File: config.mk
export PLATFORM = sky130hd
export DESIGN_NAME = param_dp_memory
export DESIGN_NICKNAME = d
export VERILOG_FILES = /design/src/rtl/param_dp_memory_pkg.sv /design/src/rtl/param_dp_memory_init.sv /design/src/rtl/param_dp_memory.sv
export SDC_FILE = /design/constraint.sdc
export NUM_CORES = 1
export LEC_CHECK = 0
export ABC_AREA = 0
export BUFFER_PORTS_ARGS = -buffer_cell sky130_fd_sc_hd__buf_2
export CELL_PAD_IN_SITES_DETAIL_PLACEMENT = 0
export CELL_PAD_IN_SITES_GLOBAL_PLACEMENT = 1
export CORE_MARGIN = 10
export CORE_UTILIZATION = 58
export DETAILED_ROUTE_END_ITERATION = 8
export MAX_ROUTING_LAYER = met4
export PLACE_DENSITY = 0.95
export SYNTH_ARGS = -nofsm -noshare
export SYNTH_HDL_FRONTEND = slang
export SYNTH_HIERARCHICAL = 1
export SYNTH_SLANG_ARGS = --single-unit
File: constraint.sdc
create_clock -name clk -period 4.9 [get_ports clk]
set_input_delay 0.49 -clock clk [delete_from_list [all_inputs] [get_ports clk]]
set_output_delay 0.49 -clock clk [all_outputs]
set_load 0.1 [all_outputs]
File: src/rtl/param_dp_memory_pkg.sv
// Shared definitions for the parameterised dual-port memory.
//   - state_e : control FSM state (INIT clears the array, READY serves requests)
//   - RDW_OLD / RDW_NEW : read-during-write behaviour selectors
package param_dp_memory_pkg;

  typedef enum logic {
    INIT  = 1'b0,
    READY = 1'b1
  } state_e;

  localparam int RDW_OLD = 0;
  localparam int RDW_NEW = 1;

endpackage

File: src/rtl/param_dp_memory_init.sv
// Clear sequencer for param_dp_memory.
// After reset it walks every address once, requesting a zero write per cycle,
// then settles in READY for good (until the next reset).
// Ports:
//   clk, rst    : clock, asynchronous active-high reset
//   clear_en    : a zero write to clear_addr is requested this cycle
//   clear_addr  : address being cleared
//   init_busy   : clear sequence in progress (requests must be ignored)
//   dbg_state   : current FSM state (0 = INIT, 1 = READY)
module param_dp_memory_init
  import param_dp_memory_pkg::*;
#(
  parameter int ADDR_WIDTH     = 5,
  parameter int CLEAR_ON_RESET = 1
) (
  input  logic                  clk,
  input  logic                  rst,
  output logic                  clear_en,
  output logic [ADDR_WIDTH-1:0] clear_addr,
  output logic                  init_busy,
  output logic                  dbg_state
);

  localparam logic [ADDR_WIDTH-1:0] LAST_ADDR   = '1;
  localparam state_e                RESET_STATE = (CLEAR_ON_RESET != 0) ? INIT : READY;

  state_e                r_state;
  state_e                w_next_state;
  logic [ADDR_WIDTH-1:0] r_clear_cnt;

  // State register
  always_ff @(posedge clk or posedge rst) begin
    if (rst) r_state <= RESET_STATE;
    else     r_state <= w_next_state;
  end

  // Next-state logic: leave INIT on the edge that writes the last address
  always_comb begin
    w_next_state = r_state;
    case (r_state)
      INIT:    if (r_clear_cnt == LAST_ADDR) w_next_state = READY;
      READY:   w_next_state = READY;
      default: w_next_state = RESET_STATE;
    endcase
  end

  // Clear counter; it wraps back to 0 on the final clear, which is harmless
  always_ff @(posedge clk or posedge rst) begin
    if (rst)                  r_clear_cnt <= '0;
    else if (r_state == INIT) r_clear_cnt <= r_clear_cnt + ADDR_WIDTH'(1);
  end

  // Outputs
  always_comb begin
    clear_en   = (r_state == INIT);
    init_busy  = (r_state == INIT);
    clear_addr = r_clear_cnt;
    dbg_state  = r_state;
  end

endmodule

File: src/rtl/param_dp_memory.sv
// Parameterised simple dual-port memory (one write port, one read port, one
// clock) with byte enables, 1- or 2-cycle registered reads, selectable
// read-during-write behaviour and an optional post-reset zero-fill.
// Ports:
//   clk, rst                      : clock, asynchronous active-high reset
//   write_en/addr/data/be         : write request, applied on the same edge
//   read_en/read_addr             : read request
//   read_data, read_valid         : registered read word and its 1-cycle strobe
//   init_busy                     : zero-fill running; all requests are dropped
//   dbg_state                     : control FSM state (0 = INIT, 1 = READY)
// Handshake: there is no backpressure. A request is taken on any rising edge
// where its enable is high and init_busy is low; a read taken at edge N is
// presented with read_valid=1 for exactly one cycle, sampled at edge
// N+READ_LATENCY. read_data holds its value between valid strobes.
module param_dp_memory
  import param_dp_memory_pkg::*;
#(
  parameter int DATA_WIDTH     = 8,
  parameter int ADDR_WIDTH     = 5,
  parameter int READ_LATENCY   = 1,
  parameter int RDW_MODE       = RDW_OLD,
  parameter int CLEAR_ON_RESET = 1
) (
  input  logic                    clk,
  input  logic                    rst,
  input  logic                    write_en,
  input  logic [ADDR_WIDTH-1:0]   write_addr,
  input  logic [DATA_WIDTH-1:0]   write_data,
  input  logic [DATA_WIDTH/8-1:0] write_be,
  input  logic                    read_en,
  input  logic [ADDR_WIDTH-1:0]   read_addr,
  output logic [DATA_WIDTH-1:0]   read_data,
  output logic                    read_valid,
  output logic                    init_busy,
  output logic                    dbg_state
);

  localparam int NUM_BYTES = DATA_WIDTH / 8;
  localparam int DEPTH     = 2 ** ADDR_WIDTH;

  generate
    if (READ_LATENCY != 1 && READ_LATENCY != 2) begin : g_bad_latency
      $error("param_dp_memory: READ_LATENCY must be 1 or 2");
    end
    if (DATA_WIDTH % 8 != 0 || DATA_WIDTH == 0) begin : g_bad_width
      $error("param_dp_memory: DATA_WIDTH must be a non-zero multiple of 8");
    end
  endgenerate

  logic                  w_clear_en;
  logic [ADDR_WIDTH-1:0] w_clear_addr;
  logic                  w_init_busy;
  logic                  w_wr_fire;
  logic                  w_rd_fire;
  logic                  w_rdw_hit;
  logic [DATA_WIDTH-1:0] w_mem_word;
  logic [DATA_WIDTH-1:0] w_merged_word;
  logic [DATA_WIDTH-1:0] w_read_word;

  logic [DATA_WIDTH-1:0] r_mem [DEPTH];
  logic [DATA_WIDTH-1:0] r_read_data;
  logic                  r_read_valid;

  param_dp_memory_init #(
    .ADDR_WIDTH     (ADDR_WIDTH),
    .CLEAR_ON_RESET (CLEAR_ON_RESET)
  ) u_init (
    .clk        (clk),
    .rst        (rst),
    .clear_en   (w_clear_en),
    .clear_addr (w_clear_addr),
    .init_busy  (w_init_busy),
    .dbg_state  (dbg_state)
  );

  assign w_wr_fire = write_en & ~w_init_busy;
  assign w_rd_fire = read_en  & ~w_init_busy;

  // Storage array: no reset on purpose; only the clear sequence zeroes it.
  // clear_en and user writes are mutually exclusive because writes are
  // gated by init_busy.
  always_ff @(posedge clk) begin
    if (w_clear_en) begin
      r_mem[w_clear_addr] <= '0;
    end else if (w_wr_fire) begin
      for (int k = 0; k < NUM_BYTES; k++) begin
        if (write_be[k]) r_mem[write_addr][8*k +: 8] <= write_data[8*k +: 8];
      end
    end
  end

  // Word the read port would see if the pending write had already landed
  always_comb begin
    w_mem_word    = r_mem[read_addr];
    w_merged_word = w_mem_word;
    for (int k = 0; k < NUM_BYTES; k++) begin
      if (write_be[k]) w_merged_word[8*k +: 8] = write_data[8*k +: 8];
    end
  end

  // Bypass only when a write really happens to the same address this edge;
  // in old-data mode the array read already returns the pre-write word.
  assign w_rdw_hit   = (RDW_MODE == RDW_NEW) && w_wr_fire && (write_addr == read_addr);
  assign w_read_word = w_rdw_hit ? w_merged_word : w_mem_word;

  generate
    if (READ_LATENCY == 2) begin : g_lat2
      logic                  r_s1_valid;
      logic [DATA_WIDTH-1:0] r_s1_data;

      always_ff @(posedge clk or posedge rst) begin
        if (rst) begin
          r_s1_valid   <= 1'b0;
          r_s1_data    <= '0;
          r_read_valid <= 1'b0;
          r_read_data  <= '0;
        end else begin
          r_s1_valid   <= w_rd_fire;
          if (w_rd_fire)  r_s1_data   <= w_read_word;
          r_read_valid <= r_s1_valid;
          if (r_s1_valid) r_read_data <= r_s1_data;
        end
      end
    end else begin : g_lat1
      always_ff @(posedge clk or posedge rst) begin
        if (rst) begin
          r_read_valid <= 1'b0;
          r_read_data  <= '0;
        end else begin
          r_read_valid <= w_rd_fire;
          if (w_rd_fire) r_read_data <= w_read_word;
        end
      end
    end
  endgenerate

  assign read_data  = r_read_data;
  assign read_valid = r_read_valid;
  assign init_busy  = w_init_busy;

endmodule
; Yosys cells after proc, flatten, opt, wreduce, memory -nomap -nowiden
; Memories as Yosys holds them, arrays and structs flattened. A register that Yosys moved wholly into a read port is not among the register bits.
; Cells that the tools add are included.
[totals]
inputBits = 23
reg_bits = 7
n_memories = 1
elab_cells = 20
mem_bits_rw = 256
[classes]
bitwise_logic = 3
eq_ne = 1
muxes = 10
add_sub_neg = 1
reduce_logical = 1
[mem_list]
columns = name, depth, word_bits, read_ports, rd_clocked_by_memory_dff, write_ports, line
row1 = r_mem, 32, 8, 1, 1, 1, param_dp_memory.sv:60  ; logic [DATA_WIDTH-1:0] r_mem [DEPTH];
[ops]
columns = operator, count
row1 = $mux 8, 1
row2 = $reduce_or 8->1, 1
row3 = $mux 1, 7
row4 = $add 5x1->5 const B, 1
row5 = $eq 5x5->1 const B, 1
row6 = $mux 5, 1
row7 = $and 1x1->1, 2
row8 = $pmux 1 s2, 1
row9 = $not 1->1, 1

; Longest topological paths before layout
; Gate-level depths: netlist (run 1).
[logic_depth]
word_depth = 6
depth_mapped = 9
depth_no_buf = 6

; Cells and area by module
; Netlist (run 1), hierarchy kept.
[modules_own_cells]
columns = mod, seq_area_each_um2, area_each_um2, cells_per_inst, n_inst
row1 = param_dp_memory, 7912.6, 10717.8, 617, 1
row2 = param_dp_memory_init, 150.1, 315.3, 21, 1

; Worst setup path after synthesis (run 1)
; OpenSTA, ideal clock, no wires.
[synth_path]
path_kind = flip-flop to flip-flop
start = reg u_init.r_state (netlist: u_init/dbg_state)
end = mem r_mem[10][0], enable pin
n_path_buf = 3
arrival_time_ns = 2.828
setup_ns = 0.370
path_stages_with_launch = 9
t_required_ns = 4.530
path_slack_ns = 1.702
cell_sequence = dfrtp_1 -> buf_6 -> inv_1 -> buf_4 -> and4bb_2 -> clkbuf_1 -> nand2_1 -> o32a_1 -> nor2_1
[synth_via]
elab_chain_len = 6
elab_cells_between_ends = 8
cone_classes = 6 x mux / 1 x bitwise / 1 x reduce/logical
[synth_rtl]
columns = element, line
row1 = from (decl), param_dp_memory_init.sv:27  ; state_e r_state;
row2 = from (signal assigned), param_dp_memory_init.sv:34  ; else r_state <= w_next_state;
row3 = $and 1x1->1, param_dp_memory.sv:76  ; assign w_wr_fire = write_en & ~w_init_busy;
row4 = $mux 1, param_dp_memory.sv:85  ; end else if (w_wr_fire) begin
row5 = $mux 1, param_dp_memory.sv:83  ; if (w_clear_en) begin
row6 = $mux 1 (not written as such), param_dp_memory.sv:87  ; if (write_be[k]) r_mem[write_addr][8*k +: 8] <= write_data[8*k +: 8];
row7 = $reduce_or 8->1 (no source line), n/a
row8 = $mux 5 (no source line) or $mux 1 (tied branches), n/a
row9 = to (decl), param_dp_memory.sv:60
; Parallel ways exist; a longest one is shown, timed or not.

; Worst setup path after layout (run 1)
[layout_path]
start = reg u_init.r_state (netlist: u_init/dbg_state)
end = mem r_mem[18][5], enable pin
; The elaborated chain is that of the path after synthesis.

==> out/metrics.yaml, run 1 <==
status:
  status: "finished, final reports clean"
final_layout:
  layout.cells.most_common_list: "edfxtp_1 (256), mux2i_1 (129), nor2_1 (34), a22oi_1 (32), buf_2 (32)"
  final_area_sq_um: 12100
  regArea_sq_um: 8060
  multiInputGateArea_sq_um: 2690
  antennaDiodeCount: 0
  syn_to_final_growth_pct: 9.82
  mostFrequentLayoutCell: "edfxtp_1"
  fillers: 1204
  finalNetCount: 700
  drive_gt1_share_pct: 15.2
cts:
  post_cts_resized: 0
  htree_num_levels: 1
  clk-insertion-delay-late_ns: 0.53
  clkSlewWorstSetupHoldPaths_ns: 0.06
  clkSinkCount: 271
  cts_tree: "done"
  cts_buffers: 26
  cts_hold_buf: 1
  cts_setup_buffers: 0
  cts_buffer_depth: 3
  cts_root_buf: "clkbuf_16"
setup_path:
  regToRegStartpoint: "u_init/dbg_state"
  critPathCapture: "r_mem[18][5]"
  startpoint: "u_init/dbg_state"
  regToRegEndpoint: "r_mem[18][5]"
  worstPathArrival_ns: 3.42
  worstPathCellList: "inv_1 -> and4bb_2 -> mux2i_1 -> nand2_1 -> nor2_1"
  reg2reg_slack_ns: 1.62
  worstPathRequired_ns: 5.04
  critical_path_class: "reg -> reg"
  crit_buf_inv: 1
  r2r_cells: 5
  crit_fanout: 22
  critPathLaunchType: "flop"
  cp-end-kind: "flop"
  critical_path.top_delay_family: "simple AND/OR/NAND/NOR gates"
  worst-path-stages: 5
  critPathSlowestCell: "nor2_1"
  critical-path-max-stage-delay_ns: 0.68
grt:
  gr-usage-all-layers_pct: 18.5
  grt_pass1_vias: 5930
  antenna_found_initial: 0
  grt_max_degree: 69
  grt_pass1_wl_microns: 34100
  grt_overflow_total: 0
yosys:
  synth_seq_cells: 271
  yosysSeqAreaShare_pct: 73.1
  synth_area_sq_um: 11000
  yosysWarnings: 6
  syn_inst: 638
  syn_avg_cell_area_sq_um: 17.3
  synth_nets: 663
  ys_types: 42
floorplan:
  die_x_microns: 158
  start_util_pct: 59.0
  die-area_sq_um: 24900
  rows: 50
  core_area_sq_um: 18700
  die_y_microns: 158
  ios: 34
drt:
  finalWirelength_microns: 22500
  drt_iter0_markers: 473
  post_drt_wl_per_cell_microns: 24.3
  drtPass1Iterations: 5
  drc: 0
  vias: 5846
  ant_nets: 0
  via_per_inst: 6.31
sta:
  timing.slew.headroom_pct: 21.1
  fmax_mhz: 305
  clock_skew_ns: 0.0232
  grt_setup_unrepaired: "false"
  setup_viol: 0
  drv_slew: 0
  fin_setup_tns_ns: 0
  finalCritPeriodShare_pct: 66.9
  period_needed_ns: 3.28
  hold_violations: 0
  worst_slew_pin_slew_ns: 1.18
power:
  power_density_nw_per_um2: 386
  vdd_drop_max_mv: 0.267
  p_leak_nw: 4.79
hold_path:
  hold_path.class: "in -> async"
place:
  dp_hpwl_microns: 14200
  postPlaceCellArea_sq_um: 11300
  port_buffers: 33
  gp_congestion: 0.830
run:
  drv_cap: 0
## worst min path at each step
| stage | to | slack [ns] |
|---|---|---|
| 6_report | u_init/clear_addr[4] | 0.47 |
| 5_1_grt | u_init/dbg_state | 0.49 |
| 4_1_cts | u_init/clear_addr[4] | 0.45 |
| 3_5_place_dp | u_init/dbg_state | 0.46 |
| 3_3_place_gp | u_init/dbg_state | 0.45 |
| 2_1_floorplan | u_init/clear_addr[0] | 0.28 |
## stage by stage
step	setup slack (ns)	total power, mW	util [%]	hold WS (ns)	cells
floorplan	1.70	2.83	-	0.281	638
global route	1.51	4.80	64.8	0.492	926
finish	1.62	4.68	64.8	0.468	926
global placement	2.01	2.90	60.6	0.451	880
detailed placement	1.74	2.91	60.6	0.456	880
CTS	1.71	4.69	64.8	0.450	926
## logic make-up after synthesis
kind of cell | after synthesis | synth area share [%]
flip-flops | 271 | 73.1
multiplexers | 132 | 12.1
AO/OA/AOI/OAI | 104 | 8.04
AND/OR/NAND/NOR | 83 | 3.70
buffers and inverters | 43 | 2.57
XOR/XNOR | 3 | 0.306
adder cells (fa/ha/maj) | 2 | 0.227
## per-layer routing
metal  vias to the layer above  GRT usage, %  routed length (microns)
met3                        44          2.42                     1410
met4                         0          4.67                      459
li1                       2601             -                        -
met1                      2933          25.1                     9890
met2                       268          29.3                    10700
met5                         -             -                        0
## report_power, final
group | total [mW] | internal (mW) | leakage, nW | switching [mW]
Clock | 1.81 | 1.05 | 0.382 | 0.768
Sequential | 2.54 | 2.54 | 2.99 | 0.00782
Combinational | 0.318 | 0.0896 | 1.42 | 0.228
## tightest hold or removal path: cells and delay by family
family / cells / cell delay [ns]
buffers and inverters: 3 / 0.88
## flip-flops by register name (all words and copies together) (netlist names)
name               flops
r_mem                256
read_data              8
read_valid             1
u_init/clear_addr      5
u_init/dbg_state       1
## cells in the mapped netlist (all sizes together)
cell	count	area share, %
buf	20	1.7
ha	2	0.23
nor2b	2	0.11
o22ai	8	0.45
nand2	22	0.75
nand3b	2	0.14
a22o	16	1.3
o41ai	8	1.2
nor2	35	1.2
a31oi	1	0.057
or2	2	0.11
inv	7	0.24
and2	9	0.51
o31ai	1	0.068
a221oi	16	1.7
nand2b	6	0.41
edfxtp	256	70
and4bb	1	0.11
mux2i	129	12
nand3	2	0.091
nand4b	1	0.22
mux2	3	0.37
o21a	1	0.068
o21ai	3	0.14
xnor2	3	0.31
clkbuf	16	0.59
and3	1	0.057
dfrtp	15	3.4
a21oi	16	0.73
o32a	2	0.18
a22oi	32	2.2
## area by class of cell
class | instances | area share, %
inverters | 7 | 0.217
clock buffers | 38 | 6.16
flip-flops and latches | 271 | 66.5
well taps | 234 | 2.42
clock inverters | 7 | 0.248
multi-input cells | 324 | 22.2
repair buffers | 45 | 2.18
Note: power is estimated with default switching activity, not from simulation.
==> run 2: changes to the inputs <==
--- a/config.mk
+++ b/config.mk
@@ -5,15 +5,15 @@
 export SDC_FILE = /design/constraint.sdc
 export NUM_CORES = 1
 export LEC_CHECK = 0
-export ABC_AREA = 0
+export ABC_AREA = 1
 export BUFFER_PORTS_ARGS = -buffer_cell sky130_fd_sc_hd__buf_2
 export CELL_PAD_IN_SITES_DETAIL_PLACEMENT = 0
 export CELL_PAD_IN_SITES_GLOBAL_PLACEMENT = 1
 export CORE_MARGIN = 10
-export CORE_UTILIZATION = 58
+export CORE_UTILIZATION = 45
 export DETAILED_ROUTE_END_ITERATION = 8
 export MAX_ROUTING_LAYER = met4
-export PLACE_DENSITY = 0.95
+export PLACE_DENSITY = 0.87
 export SYNTH_ARGS = -nofsm -noshare
 export SYNTH_HDL_FRONTEND = slang
 export SYNTH_HIERARCHICAL = 1
==> constraint.sdc (replaced) <==
create_clock -name clk -period 2.85 [get_ports clk]
set_input_delay 0.285 -clock clk [delete_from_list [all_inputs] [get_ports clk]]
set_output_delay 0.285 -clock clk [all_outputs]
set_load 0.1 [all_outputs]
==> run 2 against run 1 <==
First-iteration DRC count rose by 68%. Synthesized cell count increased by 57%. Flip-flop and latch count unchanged. Critical endpoint is now r_mem[16][2]. Largest power group unchanged. Sequential power up 72%. Worst setup slack worse by 1.4 ns. Worst hold slack lost 0.32 ns. Routed wire length rose by 19%. Clock power rose by 99%. Non-clock buffer count rose by 39. Maximum frequency up 27%. Utilization shrank 13 points.
==> out/metrics.yaml, run 2 <==
status:
  status: "finished, final reports clean"  # unchanged
grt:
  gr-usage-all-layers_pct: 17.2  # was 18.5%
  antenna_found_initial: 1  # was 0
  grt_pass1_vias: 7278  # was 5930
  grt_pass1_wl_microns: 41000  # was 34100 microns
  grt_overflow_total: 0  # unchanged
  grt_max_degree: 129  # was 69
setup_path:
  critical_path.top_delay_family: "simple AND/OR/NAND/NOR gates"  # unchanged
  reg2reg_slack_ns: 0.26  # was 1.62 ns
  critPathLaunchType: "flop"  # unchanged
  crit_top_cell: "inv_2"
  critPathSlowestCell: "nand3_1"  # was nor2_1
  worstPathCellList: "inv_2 -> inv_2 -> nand4_4 -> o21ai_1 -> nand3_1 -> nor2_1 -> buf_4"  # was inv_1 -> and4bb_2 -> mux2i_1 -> nand2_1 -> nor2_1
  regToRegStartpoint: "u_init/dbg_state"  # unchanged
  critical_path_class: "reg -> reg"  # unchanged
  worstPathRequired_ns: 3.09  # was 5.04 ns
  crit_fanout: 18  # was 22
  critical-path-max-stage-delay_ns: 0.56  # was 0.68 ns
  cp-end-kind: "flop"  # unchanged
  regToRegEndpoint: "r_mem[16][2]"  # was r_mem[18][5]
  crit_buf_inv: 3  # was 1
  worstPathArrival_ns: 2.82  # was 3.42 ns
  r2r_cells: 7  # was 5
  startpoint: "u_init/dbg_state"  # unchanged
place:
  gp_congestion: 0.868  # was 0.830
  port_buffers: 33  # unchanged
  dp_hpwl_microns: 16600  # was 14200 microns
yosys:
  syn_inst: 1002  # was 638
  synthArstFlopShare_pct: 5.54  # unchanged
  synth_area_leaders: "edfxtp_1 (68%), nand2_1 (12%), nand3_1 (9.7%)"  # was edfxtp_1 (70%), mux2i_1 (12%), dfrtp_1 (3.4%)
  yosysMostFrequentCell: "nand2_1"  # was edfxtp_1
  ys_types: 22  # was 42
  synth_area_sq_um: 11300  # was 11000 sq um
  synthFlopType: "edfxtp_1"  # unchanged
  synth_top_area_share_pct: 67.9  # was 69.7%
  yosysSeqAreaShare_pct: 71.2  # was 73.1%
  yosysWarnings: 6  # unchanged
  synth_common_cells: "nand2_1 (361), edfxtp_1 (256), nand3_1 (220)"  # was edfxtp_1 (256), mux2i_1 (129), nor2_1 (35)
  synth_edf_count: 256  # unchanged
  synth_nets: 1027  # was 663
  syn_avg_cell_area_sq_um: 11.3  # was 17.3 sq um
  yosysTopAreaCell: "edfxtp_1"  # unchanged
  synth_seq_cells: 271  # unchanged
cts:
  htree_num_levels: 1  # unchanged
  post_cts_resized: 0  # unchanged
  cts_buffer_depth: 3  # unchanged
  cts_tree: "done"  # unchanged
  clkSinkCount: 271  # unchanged
  clk-insertion-delay-late_ns: 0.53  # about the same
  clkSlewWorstSetupHoldPaths_ns: 0.06  # about the same
  cts_root_buf: "clkbuf_16"  # unchanged
  cts_buffers: 26  # unchanged
floorplan:
  rows: 58  # was 50
  core_area_sq_um: 25000  # was 18700 sq um
  start_util_pct: 45.4  # was 59.0%
  ios: 34  # unchanged
  die-area_sq_um: 31900  # was 24900 sq um
  die_x_microns: 179  # was 158 microns
  die_y_microns: 179  # was 158 microns
final_layout:
  top_register: "r_mem"  # unchanged
  regArea_sq_um: 8060  # about the same
  finalNetCount: 1085  # was 700
  drive_gt1_share_pct: 14.0  # was 15.2%
  final_util_pct: 51.8  # was 64.8%
  fillers: 2155  # was 1204
  syn_to_final_growth_pct: 14.1  # was 9.82%
  mostFrequentLayoutCell: "nand2_1"  # was edfxtp_1
  multiInputGateArea_sq_um: 2800  # was 2690 sq um
  layout.cells.most_common_list: "nand2_1 (361), edfxtp_1 (256), nand3_1 (220), buf_4 (47), nor2_1 (38)"  # was edfxtp_1 (256), mux2i_1 (129), nor2_1 (34), a22oi_1 (32), buf_2 (32)
  largest_reg_flops: 256  # unchanged
hold_path:
  hold_path.class: "in -> reg"  # was in -> async
  min_path_cells: 3
  hold-path-endpoint: "r_mem[3][1]"
  min_from: "write_data[1]"
run:
  drv_cap: 0  # unchanged
sta:
  hold_violations: 0  # unchanged
  fmax_mhz: 386  # was 305 MHz
  fin_setup_tns_ns: 0  # unchanged
  grt_setup_unrepaired: "false"  # unchanged
  period_needed_ns: 2.59  # was 3.28 ns
  setup_viol: 0  # unchanged
  clock_skew_ns: 0.00839  # was 0.0232 ns
  finalCritPeriodShare_pct: 90.8  # was 66.9%
  drv_slew: 0  # unchanged
  worst_slew_pin_slew_ns: 0.712  # was 1.18 ns
  timing.slew.headroom_pct: 52.6  # was 21.1%
drt:
  drtPass1Iterations: 6  # was 5
  ant_nets: 0  # unchanged
  drt_iter0_markers: 796  # was 473
  via_per_inst: 5.29  # was 6.31
  vias: 7459  # was 5846
  drc: 0  # unchanged
  finalWirelength_microns: 26700  # was 22500 microns
  post_drt_wl_per_cell_microns: 18.9  # was 24.3 microns
power:
  vdd_drop_max_mv: 0.487  # was 0.267 mV
  p_leak_nw: 5.20  # was 4.79 nW
  power_density_nw_per_um2: 662  # was 386 nW/um^2
## run 2: cell families after synthesis
kind of cell / share of synthesized area [%]
XOR/XNOR: 0.0773
buffers and inverters: 4.32
AO/OA/AOI/OAI: 0.353
AND/OR/NAND/NOR: 23.8
adder cells (fa/ha/maj): 0.221
flip-flops: 71.2
## run 2: per-stage QoR
step | hold WS (ns) | setup WS [ns] | power [mW] | std cells | area (sq um)
floorplan | 0.0759 | 0.183 | 4.86 | 1002 | 11300
CTS | 0.144 | 0.342 | 8.60 | 1410 | 12900
finish | 0.145 | 0.262 | 8.55 | 1411 | 12900
detailed placement | 0.266 | 0.405 | 5.02 | 1361 | 12000
global placement | 0.256 | 0.525 | 5.02 | 1361 | 12000
global route | 0.146 | 0.114 | 8.79 | 1410 | 12900
## run 2: layer usage
layer,wire [microns],up-vias,global-route usage [%]
met3,2090,48,2.59
met4,608,0,5.13
met1,11300,3544,22.5
met5,0,-,-
met2,12800,311,27.5
li1,-,3556,-
## run 2: report_power, final
part,leakage [nW],switching [mW],internal (mW)
Combinational,1.76,0.448,0.129
Sequential,2.99,0.00793,4.36
Clock,0.448,1.40,2.21
Total,5.20,1.85,6.70
## run 2: worst reg2reg max path: stages, from the launching register on
cell and delay, ns:
dfrtp_2 0.41, inv_2 0.09, inv_2 0.08, nand4_4 0.31
o21ai_1 0.37, nand3_1 0.56, nor2_1 0.27, buf_4 0.20
## run 2: cell type report
type / instances / area share (%)
well taps: 330 / 3.20
repair buffers: 84 / 4.67
multi-input cells: 643 / 21.6
clock buffers: 33 / 5.48
clock inverters: 15 / 1.61
diodes: 1 / 0.0194
flip-flops and latches: 271 / 62.4
inverters: 34 / 0.997
## run 2: worst max path at each step
stage	to	slack, ns	cells after the start
global route	r_mem[20][2]	0.11	7
detailed placement	r_mem[9][6]	0.41	7
floorplan	r_mem[0][0]	0.18	6
global placement	r_mem[29][0]	0.52	7
CTS	r_mem[16][4]	0.34	7
finish	r_mem[16][2]	0.26	7
## run 2: timing repair
item | in CTS | in global routing
endpoints found under the hold margin | 15 | 0
hold buffers | 1 | 0
buffers inserted | 0 | 0
